`src/rtl/mips32_mem_arbiter.sv`:
```
// Two-port arbiter sharing the single-port unified memory between instruction fetch and data access.
// Default: data-first priority with a fetch starvation guard; define MIPS32_MEMARB_RR_EN for round-robin.
module mips32_mem_arbiter #(
    parameter int AW       = 10,
    parameter int DW       = 32,
    parameter int MAX_WAIT = 3
) (
    input  logic          clk,
    input  logic          rst_n,
    input  logic          if_req,
    input  logic [AW-1:0] if_addr,
    output logic          if_gnt,
    output logic          if_rvalid,
    output logic [DW-1:0] if_rdata,
    input  logic          d_req,
    input  logic          d_we,
    input  logic [AW-1:0] d_addr,
    input  logic [DW-1:0] d_wdata,
    output logic          d_gnt,
    output logic          d_rvalid,
    output logic [DW-1:0] d_rdata,
    output logic          mem_en,
    output logic          mem_we,
    output logic [AW-1:0] mem_addr,
    output logic [DW-1:0] mem_wdata,
    input  logic [DW-1:0] mem_rdata,
    output logic          dbg_state_o
);

    // Handshake: a requester holds req (and its address/data) until it sees its
    // gnt pulse; the access is issued in the gnt cycle and read data is valid
    // with rvalid in the following cycle. Requests are sampled only in IDLE.
    typedef enum logic {
        IDLE   = 1'b0,
        ACCESS = 1'b1
    } state_t;

    state_t        state_q;
    logic          owner_d_q;
    logic          if_gnt_q;
    logic          d_gnt_q;
    logic          if_rvalid_q;
    logic          d_rvalid_q;
    logic          mem_en_q;
    logic          mem_we_q;
    logic [AW-1:0] mem_addr_q;
    logic [DW-1:0] mem_wdata_q;
    logic          fetch_wins;
    logic          data_wins;

`ifdef MIPS32_MEMARB_RR_EN
    logic last_d_q;

    // On contention the requester that did not own the last access goes first.
    assign fetch_wins = if_req && (!d_req || last_d_q);
`else
    localparam logic [3:0] MAX_WAIT_L = 4'(MAX_WAIT);
    logic [3:0] if_wait_q;

    assign fetch_wins = if_req && (!d_req || (if_wait_q == MAX_WAIT_L));
`endif
    assign data_wins = d_req && !fetch_wins;

    always_ff @(posedge clk or negedge rst_n) begin
        if (!rst_n) begin
            state_q     <= IDLE;
            owner_d_q   <= 1'b0;
            if_gnt_q    <= 1'b0;
            d_gnt_q     <= 1'b0;
            if_rvalid_q <= 1'b0;
            d_rvalid_q  <= 1'b0;
            mem_en_q    <= 1'b0;
            mem_we_q    <= 1'b0;
            mem_addr_q  <= '0;
            mem_wdata_q <= '0;
`ifdef MIPS32_MEMARB_RR_EN
            last_d_q    <= 1'b1;
`else
            if_wait_q   <= 4'd0;
`endif
        end else begin
            if_rvalid_q <= 1'b0;
            d_rvalid_q  <= 1'b0;
            case (state_q)
                IDLE: begin
                    if (fetch_wins || data_wins) begin
                        state_q    <= ACCESS;
                        mem_en_q   <= 1'b1;
                        owner_d_q  <= data_wins;
                        if_gnt_q   <= fetch_wins;
                        d_gnt_q    <= data_wins;
                        mem_addr_q <= fetch_wins ? if_addr : d_addr;
                        mem_we_q   <= data_wins && d_we;
                        if (data_wins) begin
                            mem_wdata_q <= d_wdata;
                        end
`ifdef MIPS32_MEMARB_RR_EN
                        last_d_q   <= data_wins;
`endif
                    end
`ifndef MIPS32_MEMARB_RR_EN
                    if (fetch_wins || !if_req) begin
                        if_wait_q <= 4'd0;
                    end else if (data_wins) begin
                        if_wait_q <= if_wait_q + 4'd1;
                    end
`endif
                end
                ACCESS: begin
                    state_q  <= IDLE;
                    mem_en_q <= 1'b0;
                    mem_we_q <= 1'b0;
                    if_gnt_q <= 1'b0;
                    d_gnt_q  <= 1'b0;
                    if (!mem_we_q) begin
                        if_rvalid_q <= !owner_d_q;
                        d_rvalid_q  <= owner_d_q;
                    end
                end
                default: state_q <= IDLE;
            endcase
        end
    end

    assign if_gnt      = if_gnt_q;
    assign d_gnt       = d_gnt_q;
    assign if_rvalid   = if_rvalid_q;
    assign d_rvalid    = d_rvalid_q;
    // Read data is forced to zero outside its valid pulse so reset leaves every output at 0.
    assign if_rdata    = if_rvalid_q ? mem_rdata : '0;
    assign d_rdata     = d_rvalid_q ? mem_rdata : '0;
    assign mem_en      = mem_en_q;
    assign mem_we      = mem_we_q;
    assign mem_addr    = mem_addr_q;
    assign mem_wdata   = mem_wdata_q;
    assign dbg_state_o = (state_q == ACCESS);

endmodule

```
`config.mk`:
```
export PLATFORM = sky130hd
export DESIGN_NAME = mips32_mem_arbiter
export DESIGN_NICKNAME = d
export VERILOG_FILES = /design/src/rtl/mips32_mem_arbiter.sv
export SDC_FILE = /design/constraint.sdc
export NUM_CORES = 1
export LEC_CHECK = 0
export ABC_AREA = 1
export CAP_MARGIN = 10
export CORE_MARGIN = 2
export CORE_UTILIZATION = 30
export CTS_CLUSTER_DIAMETER = 200
export DETAILED_ROUTE_END_ITERATION = 8
export GPL_ROUTABILITY_DRIVEN = 0
export PLACE_DENSITY_LB_ADDON = 0.08
export SKIP_CTS_REPAIR_TIMING = 1
export SKIP_LAST_GASP = 1
export SLEW_MARGIN = 20
export SYNTH_ARGS = -nofsm -noshare
export SYNTH_HDL_FRONTEND = slang
export SYNTH_SLANG_ARGS = --single-unit
```
`constraint.sdc`:
```
create_clock -name clk -period 1.3 [get_ports clk]
set_input_delay 0.26 -clock clk [delete_from_list [all_inputs] [get_ports clk]]
set_output_delay 0.26 -clock clk [all_outputs]
set_load 0.05 [all_outputs]
```
==> flow_results.xml, run 1 <==
<?xml version="1.0" encoding="UTF-8"?>
<metrics>
  <group name="critical_path">
    <metric name="cp_data_required_time" unit="ns">1.04</metric>
    <metric name="cp_max_fo" unit="">24</metric>
    <metric name="critical_path_class" unit="">reg -&gt; out</metric>
    <metric name="critPathArrivalTime" unit="ns">1.30</metric>
    <metric name="crit_path_start_kind" unit="">flop</metric>
    <metric name="nature_of_the_critical_path_endpoint" unit="">primary output</metric>
  </group>
  <group name="pwr">
    <metric name="clkPwrFrac" unit="%">11.8</metric>
    <metric name="cellPowerDensity" unit="nW/µm²">1148</metric>
    <metric name="pwr-share-comb" unit="%">59.9</metric>
    <metric name="internal_power" unit="W">0.004700</metric>
    <metric name="switching_share" unit="%">42.97</metric>
    <metric name="seq_power_share" unit="%">28.3</metric>
    <metric name="post-layout-total-power" unit="W">0.008242</metric>
    <metric name="p_leak" unit="nW">3.131</metric>
    <metric name="vdd.ir_drop.worst" unit="mV">0.8142</metric>
    <metric name="netSwitchingPower" unit="W">0.003542</metric>
  </group>
  <group name="synthesis">
    <metric name="synthesis.yosys.warnings" unit="">0</metric>
    <metric name="synth.ff_latch_count" unit="">54</metric>
    <metric name="synth_async_sr_flop_share" unit="%">100.0</metric>
    <metric name="synth-edff-count" unit="">0</metric>
    <metric name="most_instantiated_flip_flop_cell_in_the_synthesis_netlist" unit="">sky130_fd_sc_hd__dfrtp_1</metric>
    <metric name="post_synth_instance_area" unit="µm²">2872</metric>
    <metric name="syn_avg_cell_area" unit="µm²">6.970</metric>
    <metric name="synth_cells" unit="">412</metric>
    <metric name="yosysUniqueCellTypes" unit="">19</metric>
    <metric name="seq_area_frac_synth" unit="%">47.06</metric>
    <metric name="synth_nets" unit="">502</metric>
  </group>
  <group name="timing">
    <metric name="clock_skew" unit="ns">0.005910</metric>
    <metric name="timing.final.crit_period" unit="ns">1.561</metric>
    <metric name="final_critical_path_setup_slack" unit="ns">-0.2606</metric>
    <metric name="final-hold-violation-count" unit="">0</metric>
    <metric name="rsz0062_at_grt" unit="">true</metric>
    <metric name="final-setup-viol-count" unit="">100</metric>
    <metric name="setup_tns" unit="ns">-17.84</metric>
    <metric name="layout_worst_path_cycle_share" unit="%">120.0</metric>
    <metric name="final_max_slew_viol_count" unit="">0</metric>
    <metric name="timing_worst_slew_pin_value" unit="ns">0.3144</metric>
    <metric name="timing.max_slew.rel_slack" unit="%">79.04</metric>
    <metric name="max_clock_freq" unit="GHz">0.6408</metric>
  </group>
  <group name="detailed_routing">
    <metric name="drt_iter0_drc" unit="">103</metric>
    <metric name="route.vias.total" unit="">3403</metric>
    <metric name="post_detailed_route_drc_marker_count" unit="">0</metric>
    <metric name="ant_nets" unit="">0</metric>
    <metric name="post_drt_via_cell_ratio" unit="">4.460</metric>
    <metric name="routedWlPerCell" unit="µm">14.56</metric>
    <metric name="routed_wl" unit="µm">11110</metric>
    <metric name="detailed_routing_iteration_count_for_the_pre_antenna_repair_pass" unit="">4</metric>
  </group>
  <group name="clocking">
    <metric name="cts_buffers" unit="">5</metric>
    <metric name="clock_buffer_depth" unit="">2</metric>
    <metric name="worst_skew_pair.late_latency" unit="ns">0.31</metric>
    <metric name="cts_sinks" unit="">54</metric>
    <metric name="tritoncts_clock_tree" unit="">yes</metric>
    <metric name="clock_tree.htree_level_count" unit="">2</metric>
    <metric name="cts.reportedPaths.clkPinSlew" unit="ns">0.09</metric>
    <metric name="cts_root_buffer" unit="">sky130_fd_sc_hd__clkbuf_8</metric>
  </group>
  <group name="die">
    <metric name="die_area" unit="µm²">10370</metric>
    <metric name="die_x" unit="µm">101.8</metric>
    <metric name="die_height" unit="µm">101.8</metric>
    <metric name="placementRows" unit="">35</metric>
    <metric name="io-pin-count" unit="">202</metric>
    <metric name="initial_utilization" unit="%">30.93</metric>
    <metric name="core_region_area" unit="µm²">9284</metric>
  </group>
  <group name="job">
    <metric name="max-cap-violations" unit="">0</metric>
  </group>
  <group name="placement">
    <metric name="detailed_place_hpwl" unit="µm">8162</metric>
    <metric name="placement.setup.worst_slack" unit="ns">-0.3585</metric>
    <metric name="port-buffer-count" unit="">201</metric>
  </group>
  <group name="global_route">
    <metric name="grt_antenna_before_repair" unit="">1</metric>
    <metric name="grt_remaining_overflow" unit="">0</metric>
    <metric name="grt.total_usage" unit="%">19.32</metric>
    <metric name="via_count_of_the_first_global_routing_pass" unit="">3019</metric>
    <metric name="wire_length_of_the_first_global_routing_pass" unit="µm">15750</metric>
    <metric name="grt_max_degree" unit="">55</metric>
  </group>
  <group name="run_status">
    <metric name="violated_checks" unit="">setup timing</metric>
    <metric name="outcome" unit="">complete, but fails checks</metric>
  </group>
  <group name="finish">
    <metric name="layout_commonest_cell" unit="">sky130_fd_sc_hd__buf_12</metric>
    <metric name="final_nets" unit="">723</metric>
    <metric name="insertedDiodeCount" unit="">0</metric>
    <metric name="most-common-layout-cells" unit="">120 x sky130_fd_sc_hd__buf_12, 87 x sky130_fd_sc_hd__clkdlybuf4s50_1, 77 x sky130_fd_sc_hd__nand2_2</metric>
    <metric name="post_route_cells_drive_above_1_share" unit="%">50.95</metric>
    <metric name="areaGrowthSynthToFinish" unit="%">150.1</metric>
    <metric name="num-fill-cells" unit="">643</metric>
  </group>
  <group name="hold_path">
    <metric name="worstHoldPathType" unit="">reg -&gt; reg</metric>
  </group>
</metrics>
synthesized netlist by cell type (2+ instances only):
library cell	count	share of area, %
sky130_fd_sc_hd__clkbuf_1	10	1.3
sky130_fd_sc_hd__buf_6	4	1.6
sky130_fd_sc_hd__nor3_1	2	0.35
sky130_fd_sc_hd__inv_2	2	0.26
sky130_fd_sc_hd__xor2_1	2	0.61
sky130_fd_sc_hd__nor2_2	2	0.44
sky130_fd_sc_hd__nand2_1	172	22
sky130_fd_sc_hd__nor2_1	4	0.52
sky130_fd_sc_hd__dfrtp_1	54	47
sky130_fd_sc_hd__o21ai_0	3	0.52
sky130_fd_sc_hd__buf_4	4	1.0
sky130_fd_sc_hd__buf_2	3	0.52
sky130_fd_sc_hd__nand3_1	55	9.6
sky130_fd_sc_hd__inv_1	90	12
kinds of logic after synthesis:
| family | count (synthesis) | share of synthesized area (%) |
|---|---|---|
| fa+ha+maj | 1 | 0.4357 |
| xor+xnor | 2 | 0.6101 |
| flops | 54 | 47.06 |
| compound gates | 5 | 1.438 |
| simple gates | 237 | 33.99 |
| buf+inv | 113 | 16.47 |
worst max-delay path, stage by stage (launching register included):
cell and delay, ns:
sky130_fd_sc_hd__dfrtp_2 0.44, sky130_fd_sc_hd__buf_12 0.18, sky130_fd_sc_hd__nand2_1 0.12, sky130_fd_sc_hd__clkinvlp_4 0.10
sky130_fd_sc_hd__buf_12 0.15
worst paths after layout:
kind                            cells after the start  slack (ns)         start             to
worst max-delay path                                4       -0.26      d_rvalid     d_rdata[5]
worst min-delay path                                1        0.43     owner_d_q      if_rvalid
worst max register to register                      6       -0.16  if_wait_q[1]  mem_wdata[21]
worst min register to register                      1        0.43     owner_d_q      if_rvalid
max in group asynchronous                           3        0.57         rst_n       d_rvalid
min in group asynchronous                           3        0.45         rst_n    mem_addr[7]
power by group through the flow:
stage	sequential [W]	combinational [W]	clock, W
after floorplan	0.00311	0.00137	0
after global placement	0.00231	0.00466	0
after detailed placement	0.00231	0.00471	0
after CTS	0.00228	0.00471	0.00100
after global routing	0.00237	0.00515	0.00106
final	0.00233	0.00494	0.000977
layer usage:
layer	up-vias	track usage, %	wire length [µm]
met1	1575	23.47	4165
met3	19	4.172	868
met2	159	34.31	5833
met5	-	0	12
li1	1648	-	-
met4	2	5.949	227
sequential cells by signal, indices dropped and copies added, names as in the netlist:
name and cells:
if_rvalid 1, mem_we 1, d_gnt 1, d_rvalid 1, mem_en 1, dbg_state_o 1, if_gnt 1, mem_addr 10
if_wait_q 4, mem_wdata 32, owner_d_q 1
final cells by class:
cell class              count  area, µm²  area share (%)
repair buffers            230       3480           48.45
well taps                 129      161.4           2.247
flip-flops and latches     54       1355           18.87
clock buffers               7      86.33           1.202
inverters                  92      575.6           8.014
clock inverters             1      5.005         0.06969
multi-input cells         250       1519           21.15
per-stage QoR:
step           instance area [µm²]  instances  utilization [%]  hold slack [ns]
6_report                      7182        763            77.36           0.4285
4_1_cts                       6739        748            72.59         -0.06287
2_1_floorplan                 3334        412                -         -0.03559
3_5_place_dp                  6648        740            71.60           0.2804
3_3_place_gp                  6648        740            71.60           0.2728
5_1_grt                       7182        763            77.36           0.4568
(Power assumes the default switching activity.)
==> run 2: changes to the inputs <==
--- a/config.mk
+++ b/config.mk
@@ -12,7 +12,9 @@
 export CTS_CLUSTER_DIAMETER = 200
 export DETAILED_ROUTE_END_ITERATION = 8
 export GPL_ROUTABILITY_DRIVEN = 0
+export GPL_TIMING_DRIVEN = 1
 export PLACE_DENSITY_LB_ADDON = 0.08
+export REMOVE_ABC_BUFFERS = 1
 export SKIP_CTS_REPAIR_TIMING = 1
 export SKIP_LAST_GASP = 1
 export SLEW_MARGIN = 20
==> flow_results.xml, run 2 (synthesized netlist as in run 1, its figures left out) <==
<?xml version="1.0" encoding="UTF-8"?>
<metrics>
  <group name="finish">
    <metric name="area.sequential" unit="µm²">1354</metric>
    <metric name="layout_commonest_cell" unit="">sky130_fd_sc_hd__nand2_1</metric>
    <metric name="layout.cells.non_filler" unit="">764</metric>
    <metric name="final_nets" unit="">725</metric>
    <metric name="areaGrowthSynthToFinish" unit="%">138.3</metric>
    <metric name="number_of_flip_flops_under_the_largest_register_name" unit="">32</metric>
    <metric name="num-fill-cells" unit="">665</metric>
    <metric name="most-common-layout-cells" unit="">120 x sky130_fd_sc_hd__nand2_1, 117 x sky130_fd_sc_hd__buf_12, 90 x sky130_fd_sc_hd__inv_1</metric>
    <metric name="stdcell_area" unit="µm²">6842</metric>
    <metric name="insertedDiodeCount" unit="">0</metric>
    <metric name="area_of_combinational_cells_with_multiple_inputs" unit="µm²">1325</metric>
    <metric name="post_route_cells_drive_above_1_share" unit="%">35.12</metric>
  </group>
  <group name="timing">
    <metric name="final-hold-violation-count" unit="">0</metric>
    <metric name="rsz0062_at_grt" unit="">true</metric>
    <metric name="layout_worst_path_cycle_share" unit="%">115.6</metric>
    <metric name="final_critical_path_setup_slack" unit="ns">-0.2028</metric>
    <metric name="clock_skew" unit="ns">0.01188</metric>
    <metric name="timing.final.crit_period" unit="ns">1.503</metric>
    <metric name="setup_tns" unit="ns">-14.16</metric>
    <metric name="final_max_slew_viol_count" unit="">0</metric>
    <metric name="max_clock_freq" unit="GHz">0.6654</metric>
    <metric name="final-setup-viol-count" unit="">104</metric>
    <metric name="timing.max_slew.rel_slack" unit="%">78.28</metric>
    <metric name="timing_worst_slew_pin_value" unit="ns">0.3253</metric>
  </group>
  <group name="job">
    <metric name="max-cap-violations" unit="">0</metric>
  </group>
  <group name="global_route">
    <metric name="via_count_of_the_first_global_routing_pass" unit="">3038</metric>
    <metric name="grt_antenna_before_repair" unit="">0</metric>
    <metric name="grt_remaining_overflow" unit="">0</metric>
    <metric name="grt.total_usage" unit="%">19.81</metric>
    <metric name="grt_max_degree" unit="">45</metric>
    <metric name="wire_length_of_the_first_global_routing_pass" unit="µm">15990</metric>
  </group>
  <group name="detailed_routing">
    <metric name="post_drt_via_cell_ratio" unit="">4.314</metric>
    <metric name="ant_nets" unit="">0</metric>
    <metric name="routedWlPerCell" unit="µm">14.90</metric>
    <metric name="detailed_routing_iteration_count_for_the_pre_antenna_repair_pass" unit="">4</metric>
    <metric name="route.vias.total" unit="">3296</metric>
    <metric name="routed_wl" unit="µm">11390</metric>
    <metric name="drt_iter0_drc" unit="">140</metric>
    <metric name="post_detailed_route_drc_marker_count" unit="">0</metric>
  </group>
  <group name="pwr">
    <metric name="cellPowerDensity" unit="nW/µm²">1181</metric>
    <metric name="vdd.ir_drop.worst" unit="mV">0.6880</metric>
    <metric name="p_leak" unit="nW">3.661</metric>
  </group>
  <group name="clocking">
    <metric name="cts_root_buffer" unit="">sky130_fd_sc_hd__clkbuf_8</metric>
    <metric name="clock_buffer_depth" unit="">2</metric>
    <metric name="clock_tree.htree_level_count" unit="">2</metric>
    <metric name="cts_buffers" unit="">5</metric>
    <metric name="cts_sinks" unit="">54</metric>
    <metric name="worst_skew_pair.late_latency" unit="ns">0.31</metric>
    <metric name="tritoncts_clock_tree" unit="">yes</metric>
    <metric name="cts.reportedPaths.clkPinSlew" unit="ns">0.10</metric>
  </group>
  <group name="placement">
    <metric name="placed_cell_area" unit="µm²">6259</metric>
    <metric name="detailed_place_hpwl" unit="µm">8355</metric>
    <metric name="placement.setup.worst_slack" unit="ns">-0.3965</metric>
    <metric name="placed_cells" unit="">743</metric>
    <metric name="port-buffer-count" unit="">201</metric>
  </group>
  <group name="run_status">
    <metric name="violated_checks" unit="">setup timing</metric>
    <metric name="outcome" unit="">complete, but fails checks</metric>
  </group>
  <group name="critical_path">
    <metric name="cp_max_fo" unit="">16</metric>
    <metric name="cp_data_required_time" unit="ns">1.04</metric>
    <metric name="worst_r2r_startpoint" unit="">if_wait_q[1]</metric>
    <metric name="critical_path_class" unit="">reg -&gt; out</metric>
    <metric name="critPathArrivalTime" unit="ns">1.24</metric>
    <metric name="crit_path_start_kind" unit="">flop</metric>
    <metric name="cp-startpoint" unit="">if_rvalid</metric>
    <metric name="nature_of_the_critical_path_endpoint" unit="">primary output</metric>
  </group>
  <group name="die">
    <metric name="placementRows" unit="">35</metric>
    <metric name="core_region_area" unit="µm²">9284</metric>
    <metric name="initial_utilization" unit="%">30.93</metric>
    <metric name="io-pin-count" unit="">202</metric>
    <metric name="die_area" unit="µm²">10370</metric>
    <metric name="die_x" unit="µm">101.8</metric>
    <metric name="die_height" unit="µm">101.8</metric>
  </group>
  <group name="hold_path">
    <metric name="worstHoldPathType" unit="">in -&gt; async</metric>
  </group>
</metrics>
run 2: cell count changes in the layout (fill, tap and decap cells not counted), moves of 4 or more:
cell / delta
sky130_fd_sc_hd__buf_4: +6
sky130_fd_sc_hd__nand2_1: +44
sky130_fd_sc_hd__nand2_8: -6
sky130_fd_sc_hd__inv_1: +60
sky130_fd_sc_hd__clkinvlp_4: -60
sky130_fd_sc_hd__clkbuf_16: +4
sky130_fd_sc_hd__nand2_2: -45
run 2: critical path: stages (launching register included):
cell	delay [ns]
sky130_fd_sc_hd__dfrtp_2	0.45
sky130_fd_sc_hd__clkbuf_16	0.19
sky130_fd_sc_hd__nand2_1	0.08
sky130_fd_sc_hd__inv_1	0.06
sky130_fd_sc_hd__buf_12	0.14
run 2: layout make-up:
type / count / share of cell area (%)
inverters: 92 / 5.048
multi-input cells: 245 / 19.37
flip-flops and latches: 54 / 19.79
repair buffers: 237 / 52.23
clock inverters: 2 / 0.2012
clock buffers: 5 / 1.006
well taps: 129 / 2.359
run 2: per-layer routing:
layer	share of wire, %	GRT usage, %	up-vias
met2	52	35.32	134
met5	0	0	-
met3	8.4	6.088	10
li1	-	-	1642
met1	39	23.46	1510
met4	1.1	4.513	0
run 2: final timing paths:
check	cells past startpoint	end	slack, ns
max	4	if_rdata[0]	-0.20
min	2	mem_wdata[27]	0.34
max reg2reg	6	mem_wdata[31]	-0.13
min reg2reg	1	if_rvalid	0.44
max in group asynchronous	3	if_rvalid	0.42
min in group clk	1	if_rvalid	0.44
run 2: per-stage QoR:
step                      power, W  hold WS [ns]  util (%)
after detailed placement  0.006812        0.1541     67.41
after global placement    0.006756        0.1542     67.41
after global routing      0.008404        0.3725     73.69
after CTS                 0.007751       -0.1932     68.30
final                     0.008078        0.3434     73.69
after floorplan           0.004158      -0.03559         -
run 2: report_power, final:
part	switching [W]	internal (W)
clock	0.000576	0.000374
combinational	0.00248	0.00229
sequential	0.000398	0.00196
total	0.00346	0.00462
==> run 3: changes to the inputs <==
--- a/config.mk
+++ b/config.mk
@@ -14,6 +14,7 @@
 export GPL_ROUTABILITY_DRIVEN = 0
 export GPL_TIMING_DRIVEN = 1
 export PLACE_DENSITY_LB_ADDON = 0.08
+export RECOVER_POWER = 25
 export REMOVE_ABC_BUFFERS = 1
 export SKIP_CTS_REPAIR_TIMING = 1
 export SKIP_LAST_GASP = 1
==> flow_results.xml, run 3 (synthesized netlist as in run 1, its figures left out) <==
<?xml version="1.0" encoding="UTF-8"?>
<metrics>
  <group name="clocking">
    <metric name="worst_skew_pair.late_latency" unit="ns">0.31</metric>
    <metric name="clock_buffer_depth" unit="">2</metric>
    <metric name="cts.reportedPaths.clkPinSlew" unit="ns">0.09</metric>
    <metric name="clock_tree.htree_level_count" unit="">2</metric>
    <metric name="tritoncts_clock_tree" unit="">yes</metric>
    <metric name="cts_buffers" unit="">5</metric>
    <metric name="cts_root_buffer" unit="">sky130_fd_sc_hd__clkbuf_8</metric>
    <metric name="cts_sinks" unit="">54</metric>
  </group>
  <group name="die">
    <metric name="placementRows" unit="">35</metric>
    <metric name="core_region_area" unit="µm²">9284</metric>
    <metric name="initial_utilization" unit="%">30.93</metric>
    <metric name="die_area" unit="µm²">10370</metric>
    <metric name="io-pin-count" unit="">202</metric>
    <metric name="die_height" unit="µm">101.8</metric>
    <metric name="die_x" unit="µm">101.8</metric>
  </group>
  <group name="finish">
    <metric name="most-common-layout-cells" unit="">120 x sky130_fd_sc_hd__nand2_1, 117 x sky130_fd_sc_hd__buf_12, 90 x sky130_fd_sc_hd__inv_1</metric>
    <metric name="layout.cells.non_filler" unit="">764</metric>
    <metric name="areaGrowthSynthToFinish" unit="%">138.2</metric>
    <metric name="insertedDiodeCount" unit="">0</metric>
    <metric name="layout_commonest_cell" unit="">sky130_fd_sc_hd__nand2_1</metric>
    <metric name="final_nets" unit="">725</metric>
    <metric name="number_of_flip_flops_under_the_largest_register_name" unit="">32</metric>
    <metric name="post_route_cells_drive_above_1_share" unit="%">34.96</metric>
  </group>
  <group name="critical_path">
    <metric name="crit_path_start_kind" unit="">flop</metric>
    <metric name="critical_path_class" unit="">reg -&gt; out</metric>
    <metric name="cp_data_required_time" unit="ns">1.04</metric>
    <metric name="cp_max_fo" unit="">16</metric>
    <metric name="nature_of_the_critical_path_endpoint" unit="">primary output</metric>
    <metric name="critPathArrivalTime" unit="ns">1.24</metric>
  </group>
  <group name="detailed_routing">
    <metric name="post_drt_via_cell_ratio" unit="">4.314</metric>
    <metric name="detailed_routing_iteration_count_for_the_pre_antenna_repair_pass" unit="">4</metric>
    <metric name="route.vias.total" unit="">3296</metric>
    <metric name="routed_wl" unit="µm">11390</metric>
    <metric name="routedWlPerCell" unit="µm">14.90</metric>
    <metric name="post_detailed_route_drc_marker_count" unit="">0</metric>
    <metric name="drt_iter0_drc" unit="">140</metric>
    <metric name="ant_nets" unit="">0</metric>
  </group>
  <group name="timing">
    <metric name="timing_worst_slew_pin_value" unit="ns">0.6762</metric>
    <metric name="final-setup-viol-count" unit="">104</metric>
    <metric name="final_critical_path_setup_slack" unit="ns">-0.2028</metric>
    <metric name="final-hold-violation-count" unit="">0</metric>
    <metric name="timing.max_slew.rel_slack" unit="%">54.92</metric>
    <metric name="max_clock_freq" unit="GHz">0.6654</metric>
    <metric name="timing.final.crit_period" unit="ns">1.503</metric>
    <metric name="clock_skew" unit="ns">0.01188</metric>
    <metric name="rsz0062_at_grt" unit="">true</metric>
    <metric name="layout_worst_path_cycle_share" unit="%">115.6</metric>
    <metric name="final_max_slew_viol_count" unit="">0</metric>
  </group>
  <group name="run_status">
    <metric name="violated_checks" unit="">setup timing</metric>
    <metric name="outcome" unit="">complete, but fails checks</metric>
  </group>
  <group name="global_route">
    <metric name="via_count_of_the_first_global_routing_pass" unit="">3038</metric>
    <metric name="grt_max_degree" unit="">45</metric>
    <metric name="grt.total_usage" unit="%">19.81</metric>
    <metric name="grt_antenna_before_repair" unit="">0</metric>
    <metric name="wire_length_of_the_first_global_routing_pass" unit="µm">15990</metric>
    <metric name="grt_remaining_overflow" unit="">0</metric>
  </group>
  <group name="pwr">
    <metric name="p_leak" unit="nW">3.658</metric>
    <metric name="vdd.ir_drop.worst" unit="mV">0.6880</metric>
    <metric name="cellPowerDensity" unit="nW/µm²">1181</metric>
  </group>
  <group name="hold_path">
    <metric name="worstHoldPathType" unit="">reg -&gt; reg</metric>
  </group>
  <group name="placement">
    <metric name="port-buffer-count" unit="">201</metric>
    <metric name="placed_cells" unit="">743</metric>
    <metric name="placement.setup.worst_slack" unit="ns">-0.3965</metric>
    <metric name="detailed_place_hpwl" unit="µm">8355</metric>
  </group>
  <group name="job">
    <metric name="max-cap-violations" unit="">0</metric>
  </group>
</metrics>
run 3: cell count changes in the layout (fill, tap and decap cells not counted), sizes merged:
cell    change
buf         -1
clkbuf      +1
run 3: final timing paths:
check	startpoint	to	cells past startpoint	slack [ns]
max	if_rvalid	if_rdata[0]	4	-0.20
min	owner_d_q	if_rvalid	1	0.44
max reg2reg	if_wait_q[1]	mem_wdata[31]	6	-0.13
min reg2reg	owner_d_q	if_rvalid	1	0.44
max in group asynchronous	rst_n	if_rvalid	3	0.13
min in group asynchronous	rst_n	mem_wdata[27]	2	0.48
run 3: layout make-up:
type | instances | area (µm²)
Fill cell | 666 | 2444
Multi-Input combinational cell | 245 | 1325
Sequential cell | 54 | 1354
Clock inverter | 2 | 13.76
Clock buffer | 5 | 68.82
Tap cell | 129 | 161.4
Inverter | 92 | 345.3
Timing Repair Buffer | 237 | 3572
run 3: per-layer routing:
metal	part of all wire, %	global-route usage [%]	vias up	routed length [µm]
li1	-	-	1642	-
met1	39	23.46	1510	4434
met2	52	35.32	134	5871
met3	8.4	6.088	10	951
met4	1.1	4.513	0	128
met5	0	0	-	0
run 3: stage by stage:
stage / area (µm²) / power, W / util (%) / TNS, ns / hold slack (ns)
after floorplan: 2744 / 0.004158 / - / -48.14 / -0.03559
after global placement: 6259 / 0.006756 / 67.41 / -13.30 / 0.1542
after detailed placement: 6259 / 0.006812 / 67.41 / -15.77 / 0.1541
after CTS: 6341 / 0.007751 / 68.30 / -16.92 / -0.1932
after global routing: 6840 / 0.008404 / 73.68 / -20.85 / 0.4529
final: 6840 / 0.008078 / 73.68 / -14.16 / 0.4351
run 3: critical path, stage by stage (launching register included):
cell,delay (ns)
sky130_fd_sc_hd__dfrtp_2,0.45
sky130_fd_sc_hd__clkbuf_16,0.19
sky130_fd_sc_hd__nand2_1,0.08
sky130_fd_sc_hd__inv_1,0.06
sky130_fd_sc_hd__buf_12,0.14
run 3: power by group:
group	internal (W)	switching, W
registers	0.00196	0.000398
clock network	0.000374	0.000576
logic	0.00229	0.00248
total	0.00462	0.00346
